$ cat config.mk
export PLATFORM = sky130hd
export DESIGN_NAME = digest_tx_handler
export DESIGN_NICKNAME = d
export VERILOG_FILES = /design/src/rtl/digest_tx_handler_pkg.sv /design/src/rtl/digest_tx_handler_hex_nibble_enc.sv /design/src/rtl/digest_tx_handler.sv
export SDC_FILE = /design/constraint.sdc
export NUM_CORES = 1
export LEC_CHECK = 0
export CORE_UTILIZATION = 25
export CTS_BUF_LIST = sky130_fd_sc_hd__clkbuf_8
export DETAILED_ROUTE_END_ITERATION = 12
export PLACE_DENSITY = 0.56
export SYNTH_ARGS = -nofsm -noshare
export SYNTH_HDL_FRONTEND = slang
export SYNTH_HIERARCHICAL = 1
export SYNTH_SLANG_ARGS = --single-unit
$ cat constraint.sdc
create_clock -name clk -period 1.5 [get_ports clk]
set_input_delay 0.375 -clock clk [delete_from_list [all_inputs] [get_ports clk]]
set_output_delay 0.375 -clock clk [all_outputs]
set_load 0.1 [all_outputs]
$ cat src/rtl/digest_tx_handler_pkg.sv
// Shared constants and FSM encoding for the digest transmit path.
package digest_tx_handler_pkg;

  localparam logic [7:0] ASCII_CR         = 8'h0D;
  localparam logic [7:0] ASCII_LF         = 8'h0A;
  localparam int         DIGEST_BYTES_DEF = 32;

  typedef enum logic [2:0] {
    ST_IDLE      = 3'd0,
    ST_LOAD      = 3'd1,
    ST_SEND      = 3'd2,
    ST_WAIT_BUSY = 3'd3,
    ST_WAIT_IDLE = 3'd4,
    ST_FIN       = 3'd5
  } tx_state_t;

endpackage

$ cat src/rtl/digest_tx_handler_hex_nibble_enc.sv
// Combinational nibble to lowercase hex ASCII encoder.
module digest_tx_handler_hex_nibble_enc (
  input  logic [3:0] nibble,
  output logic [7:0] ascii
);

  // 0-9 map onto '0'..'9', 10-15 map onto 'a'..'f' ('a' - 10 = 8'h57)
  always_comb begin
    if (nibble < 4'd10) ascii = 8'h30 + {4'h0, nibble};
    else                ascii = 8'h57 + {4'h0, nibble};
  end

endmodule

$ cat src/rtl/digest_tx_handler.sv
// Serializes a finished digest into the UART transmitter, one char per
// uart frame, as raw bytes or lowercase hex with an optional CR LF tail.
module digest_tx_handler
  import digest_tx_handler_pkg::*;
#(
  parameter int DIGEST_BYTES = DIGEST_BYTES_DEF,
  parameter bit HEX_ASCII    = 1'b1,
  parameter bit APPEND_EOL   = 1'b1
) (
  input  logic                    clk,
  input  logic                    rst,
  input  logic [8*DIGEST_BYTES-1:0] digest_i,
  input  logic                    digest_valid,
  output logic                    ready,
  output logic                    transmit,
  output logic [7:0]              tx_byte,
  input  logic                    is_transmitting,
  output logic                    done
);

  localparam int DIG_W        = 8 * DIGEST_BYTES;
  localparam int DIGEST_CHARS = DIGEST_BYTES * (HEX_ASCII ? 2 : 1);
  localparam int TOTAL        = DIGEST_CHARS + (APPEND_EOL ? 2 : 0);
  localparam int CNT_W        = $clog2(TOTAL + 1);

  localparam logic [CNT_W-1:0] CNT_LAST       = CNT_W'(TOTAL - 1);
  localparam logic [CNT_W-1:0] CNT_DIGEST_END = CNT_W'(DIGEST_CHARS);

  tx_state_t        state, state_nxt;
  logic [DIG_W-1:0] shreg;
  logic [CNT_W-1:0] cnt;
  logic [7:0]       top_byte;
  logic [3:0]       nibble;
  logic [7:0]       nib_char;
  logic [7:0]       next_char;
  logic             in_digest;
  logic             shift_now;

  assign top_byte  = shreg[DIG_W-1 -: 8];
  assign in_digest = (cnt < CNT_DIGEST_END);
  // Even counter values carry the high nibble, odd values the low nibble
  assign nibble    = (HEX_ASCII && cnt[0]) ? top_byte[3:0] : top_byte[7:4];
  // Hex mode consumes a byte after its second char; raw mode after every char
  assign shift_now = in_digest && (HEX_ASCII ? cnt[0] : 1'b1);

  digest_tx_handler_hex_nibble_enc u_enc (
    .nibble (nibble),
    .ascii  (nib_char)
  );

  // Pick the character for the current counter position
  always_comb begin
    next_char = top_byte;
    if (!in_digest)     next_char = (cnt == CNT_DIGEST_END) ? ASCII_CR : ASCII_LF;
    else if (HEX_ASCII) next_char = nib_char;
  end

  // State register
  always_ff @(posedge clk) begin
    if (!rst) state <= ST_IDLE;
    else      state <= state_nxt;
  end

  // Next-state logic
  always_comb begin
    state_nxt = state;
    case (state)
      ST_IDLE:      if (digest_valid) state_nxt = ST_LOAD;
      ST_LOAD:      state_nxt = ST_SEND;
      ST_SEND:      state_nxt = ST_WAIT_BUSY;
      ST_WAIT_BUSY: if (is_transmitting) state_nxt = ST_WAIT_IDLE;
      ST_WAIT_IDLE: if (!is_transmitting) state_nxt = (cnt == CNT_LAST) ? ST_FIN : ST_LOAD;
      ST_FIN:       state_nxt = ST_IDLE;
      default:      state_nxt = ST_IDLE;
    endcase
  end

  // State-decoded outputs
  always_comb begin
    ready    = 1'b0;
    transmit = 1'b0;
    done     = 1'b0;
    case (state)
      ST_IDLE: ready    = 1'b1;
      ST_SEND: transmit = 1'b1;
      ST_FIN:  done     = 1'b1;
      default: ;
    endcase
  end

  // Shift register, char counter and held output byte
  always_ff @(posedge clk) begin
    if (!rst) begin
      shreg   <= '0;
      cnt     <= '0;
      tx_byte <= 8'h00;
    end else begin
      case (state)
        ST_IDLE: begin
          if (digest_valid) begin
            shreg <= digest_i;
            cnt   <= '0;
          end
        end
        ST_LOAD: tx_byte <= next_char;
        ST_WAIT_IDLE: begin
          if (!is_transmitting) begin
            cnt <= cnt + CNT_W'(1);
            if (shift_now) shreg <= shreg << 8;
          end
        end
        default: ;
      endcase
    end
  end

endmodule
Word-level counts from Yosys, hierarchy flattened
Cells that the tools add are included.
{"block": "op_classes", "n_addsub": 3, "order_cmp": 2, "eq_ne": 11, "n_mux": 19, "n_reduce_logical": 6}
{"cell": "$mux 256", "n": 3}
{"cell": "$pmux 256 s2", "n": 1}
{"cell": "$mux 8", "n": 2}
{"cell": "$mux 3", "n": 5}
{"cell": "$pmux 3 s5", "n": 1}
{"cell": "$eq 7x7->1 const B", "n": 2}
{"cell": "$mux 7", "n": 2}
{"cell": "$pmux 7 s2", "n": 1}
{"cell": "$add 7x4->8 const A", "n": 1}
{"cell": "$ne 2x2->1 const B", "n": 4}
{"cell": "$add 6x4->7 const A", "n": 1}
{"cell": "$add 7x1->7 const B", "n": 1}
{"cell": "$lt 7x7->1 const B", "n": 1}
{"cell": "$eq 3x2->1 const B", "n": 2}
{"cell": "$eq 3x3->1 const B", "n": 2}
{"cell": "$reduce_and 3->1", "n": 2}
{"cell": "$lt 4x4->1 const B", "n": 1}
{"cell": "$mux 4", "n": 1}
{"cell": "$reduce_and 4->1", "n": 1}
{"cell": "$eq 3x1->1 const B", "n": 1}
{"cell": "$logic_not 3->1", "n": 1}
{"cell": "$mux 1", "n": 3}
{"cell": "$reduce_bool 2->1", "n": 1}
{"cell": "$logic_and 1x1->1", "n": 1}
{"block": "word_totals", "register_bits": 274, "input_bits": 260, "out_inout_bits": 11, "wordCells": 45}

Longest topological paths before layout
{"block": "logic_depth", "depth_word": 5, "depth_mapped": 8, "ltp_nobuf": 7}

Hierarchy
Netlist, hierarchy kept.
{"module": "digest_tx_handler", "instances": 1, "cells_each": 1542, "area_each_um2": 11504.8, "seq_area_each_um2": 5485.3}
{"module": "digest_tx_handler_hex_nibble_enc", "instances": 1, "cells_each": 17, "area_each_um2": 122.6, "seq_area_each_um2": 0.0}

Least setup slack after synthesis
Ideal clock, no wire load.
{"block": "synth_timing", "path_kind": "flip-flop to output port", "startpoint": "register state[2]", "endpoint": "output transmit", "arrival_time_ns": 2.865, "t_required_ns": 1.125, "setup_slack_ns": -1.740, "stages_incl_launch_ff": 4, "path_buffers": 2, "cell_sequence": "dfxtp_1 buf_4 clkbuf_1 nor3b_1"}
{"block": "synth_between", "elab_chain_len": 2}
{"element": "from (decl)", "line": "digest_tx_handler.sv:29", "source": "tx_state_t state, state_nxt;"}
{"element": "from (signal assigned)", "line": "digest_tx_handler.sv:61", "source": "else state <= state_nxt;"}
{"element": "$eq 3x2->1", "line": "digest_tx_handler.sv:83", "source": "case (state)"}
{"element": "$mux 1", "line": "digest_tx_handler.sv:83"}
{"element": "to (decl)", "line": "digest_tx_handler.sv:15", "source": "output logic transmit,"}
Every way passes these cells.

Final worst setup path
{"block": "layout_timing", "startpoint": "register state[0]", "endpoint": "output ready"}
{"block": "layout_between", "elab_chain_len": 2}
{"element": "$logic_not 3->1", "line": "digest_tx_handler.sv:83"}
{"element": "$mux 1", "line": "digest_tx_handler.sv:83"}
{"element": "to (decl)", "line": "digest_tx_handler.sv:14", "source": "output logic ready,"}
Every way passes these cells.

==> flow_summary.ini <==
[floorplan]
initial_core_util_pct = 25.46
pin_count = 271
die_h_microns = 217.7
die_area_sq_um = 47380
core.rowCount = 78
core_area_sq_um = 45670
die_x_microns = 217.7

[power]
ir_worst_vdd_mv = 0.7419
swShare_pct = 33.73
leakage_nw = 7.767
internal-power_mw = 16.43
switching_power_mw = 8.361
seqPwrFrac_pct = 37.5
p_per_area_nw_per_um2 = 1176
pwr-share-comb_pct = 36.1
clkPwrFrac_pct = 26.4

[yosys]
avgSynthCellArea_sq_um = 7.458
ys_top_cells_by_area = dfxtp_1 47%, nand2_1 17%, a31oi_1 14%
synth_common_cells = 519 x nand2_1, 274 x dfxtp_1, 253 x a31oi_1
synth_top_area_share_pct = 47.18
yosysSeqAreaShare_pct = 47.18
synth.distinct_cells = 43
synthCells = 1559
yosys_most_used_dff = dfxtp_1
synthArstFlopShare_pct = 0
synth-edff-count = 0
yosysTopAreaCell = dfxtp_1
yosys_warnings = 6
synth_seq_cells = 274
synth_fp_nets = 1823
synth_area_sq_um = 11630
yosysMostFrequentCell = nand2_1

[clock_network]
clock_latency_ps = 630
clockBufferDepth = 3
root_buffer = clkbuf_8
htreeDepth = 2
cts_tree = done
clk_pin_slew_ps = 60
cts.sinks = 274
numCtsBuffers = 50

[grt]
grtUsageMet1_pct = 23.21
antenna_found_initial = 5
groute.usage.overall_pct = 18.38
use_met2_pct = 30.86
grt_pass1_wl_mm = 68.99
use_met3_pct = 4.449
grt-busiest-layer = met2
grt_pass1_vias = 12720
grt_max_degree = 106
grt-ovfl-total = 0

[timing]
fin_skew_ps = 37.68
max_freq_mhz = 495.6
rsz0062_at_grt = true
setup_violations = 279
post-route-min-period_ps = 2018
fin_crit_sh_pct = 134.5
final_max_slew_viol_count = 0
hold_ws_ps = 76.31
slew_headroom_pct = 56.86
worst_pin_slew_ps = 647.1
final_hold_viol_count = 0
setup-tns-final_ps = -81380
fin_ws_ps = -517.9

[detailed_routing]
num_vias = 12920
drt_iter0_drc = 717
first_pass_iters = 5
ant_nets = 0
vias_per_cell = 5.052
wire_per_inst_microns = 18.77
drc_errors = 0
routed_wl_mm = 48.00

[placed_design]
dp_slack_ps = -850.5
portBuffers = 270
globalplace.congestion = 0.8353
dp_hpwl_mm = 27.00
placed_area_sq_um = 15720

[run_status]
violations = negative setup slack
outcome = complete, but fails checks

[layout]
area_delta_synth_final_pct = 81.25
fin_nets = 2192
drive_gt1_share_pct = 32.70
stdcell_area_sq_um = 21080
diodes = 0

[critical_path]
end_kind = output pin
crit_arrival_ps = 1640
cp_max_fo = 5
crit_required_ps = 1120
critPathLaunchType = flop
critPathKind = reg -> out

[min_path]
min-delay-path-class = in -> reg

[run]
max_cap_violations = 0
## metrics by stage
stage / cells / power (mW) / utilization, %
floorplan: 1559 / 12.20 / -
global placement: 2365 / 14.22 / 34.42
detailed placement: 2365 / 14.29 / 34.42
global route: 2557 / 26.00 / 46.14
finish: 2557 / 24.79 / 46.14
CTS: 2552 / 24.13 / 43.45
## layout by cell type (no fill, tap or decap), drive strengths merged, types with 4 or more instances in the layout
master	count
clkdlybuf4s50	258
clkbuf	64
nor2b	4
nand3	15
buf	201
nand3b	5
o21ai	257
inv	27
dfxtp	274
nand2	519
a31oi	253
o21a	4
mux2	4
ha	4
a21oi	19
nor2	7
## final cells by class
class	instances	area (sq um)
Fill cell	4294	24600
Multi-Input combinational cell	1127	7742
Timing Repair Buffer	469	6163
Sequential cell	274	5523
Clock buffer	55	757.0
Tap cell	600	750.7
Clock inverter	26	116.4
Inverter	6	22.52
## per-layer routing
| metal | vias to the layer above | part of all wire (%) |
|---|---|---|
| li1 | 6227 | - |
| met1 | 6215 | 43 |
| met2 | 366 | 48 |
| met3 | 99 | 6.3 |
| met4 | 10 | 2.7 |
| met5 | - | 0.14 |
## worst max-delay path, stage by stage (launching register included)
cell	delay (ps)
dfxtp_4	340
buf_4	150
or2_4	260
nor2_4	100
buf_12	180
## repair_timing
item / 4_1_cts / 5_1_grt
cloned: 54 / 15
setup buffers: 54 / 23
hold buffers: 0 / 0
pin swaps: 57 / 51
setup endpoints to repair: 277 / 281
resized for setup: 353 / 254
## sequential cells by signal, indices dropped and copies added, names as in the netlist
name	count
cnt	7
tx_byte	8
shreg	256
state	3
## power by group through the flow
stage               clock network, mW  registers [mW]  logic (mW)
floorplan                           0            9.08        3.12
global placement                    0            9.15        5.06
detailed placement                  0            9.16        5.14
CTS                              6.75            9.18        8.20
global route                     7.08            9.42        9.50
finish                           6.54            9.30        8.95
## cells by family (layout without fill, tap and decap cells)
kind of cell	count (synthesis)	after routing	share of synthesized area [%]
other	2	2	0.06459
DFF	274	274	47.18
adders and majority gates	4	4	0.4304
muxes	4	4	0.3874
xor gates and xnor gates	1	1	0.1399
buffers and inverters	160	556	5.811
AOI/OAI and AO/OA	540	542	26.36
and+or+nand+nor	574	574	19.63
## path summary, 6_finish.rpt
kind / start / to / slack [ps] / cells after the start
setup reg to reg: state[2] / shreg[79] / -430 / 9
hold reg to reg: shreg[2] / shreg[2] / 460 / 2
setup / recovery: state[0] / ready / -520 / 4
hold / removal: rst / shreg[179] / 80 / 3
Note: power is estimated with default switching activity, not from simulation.
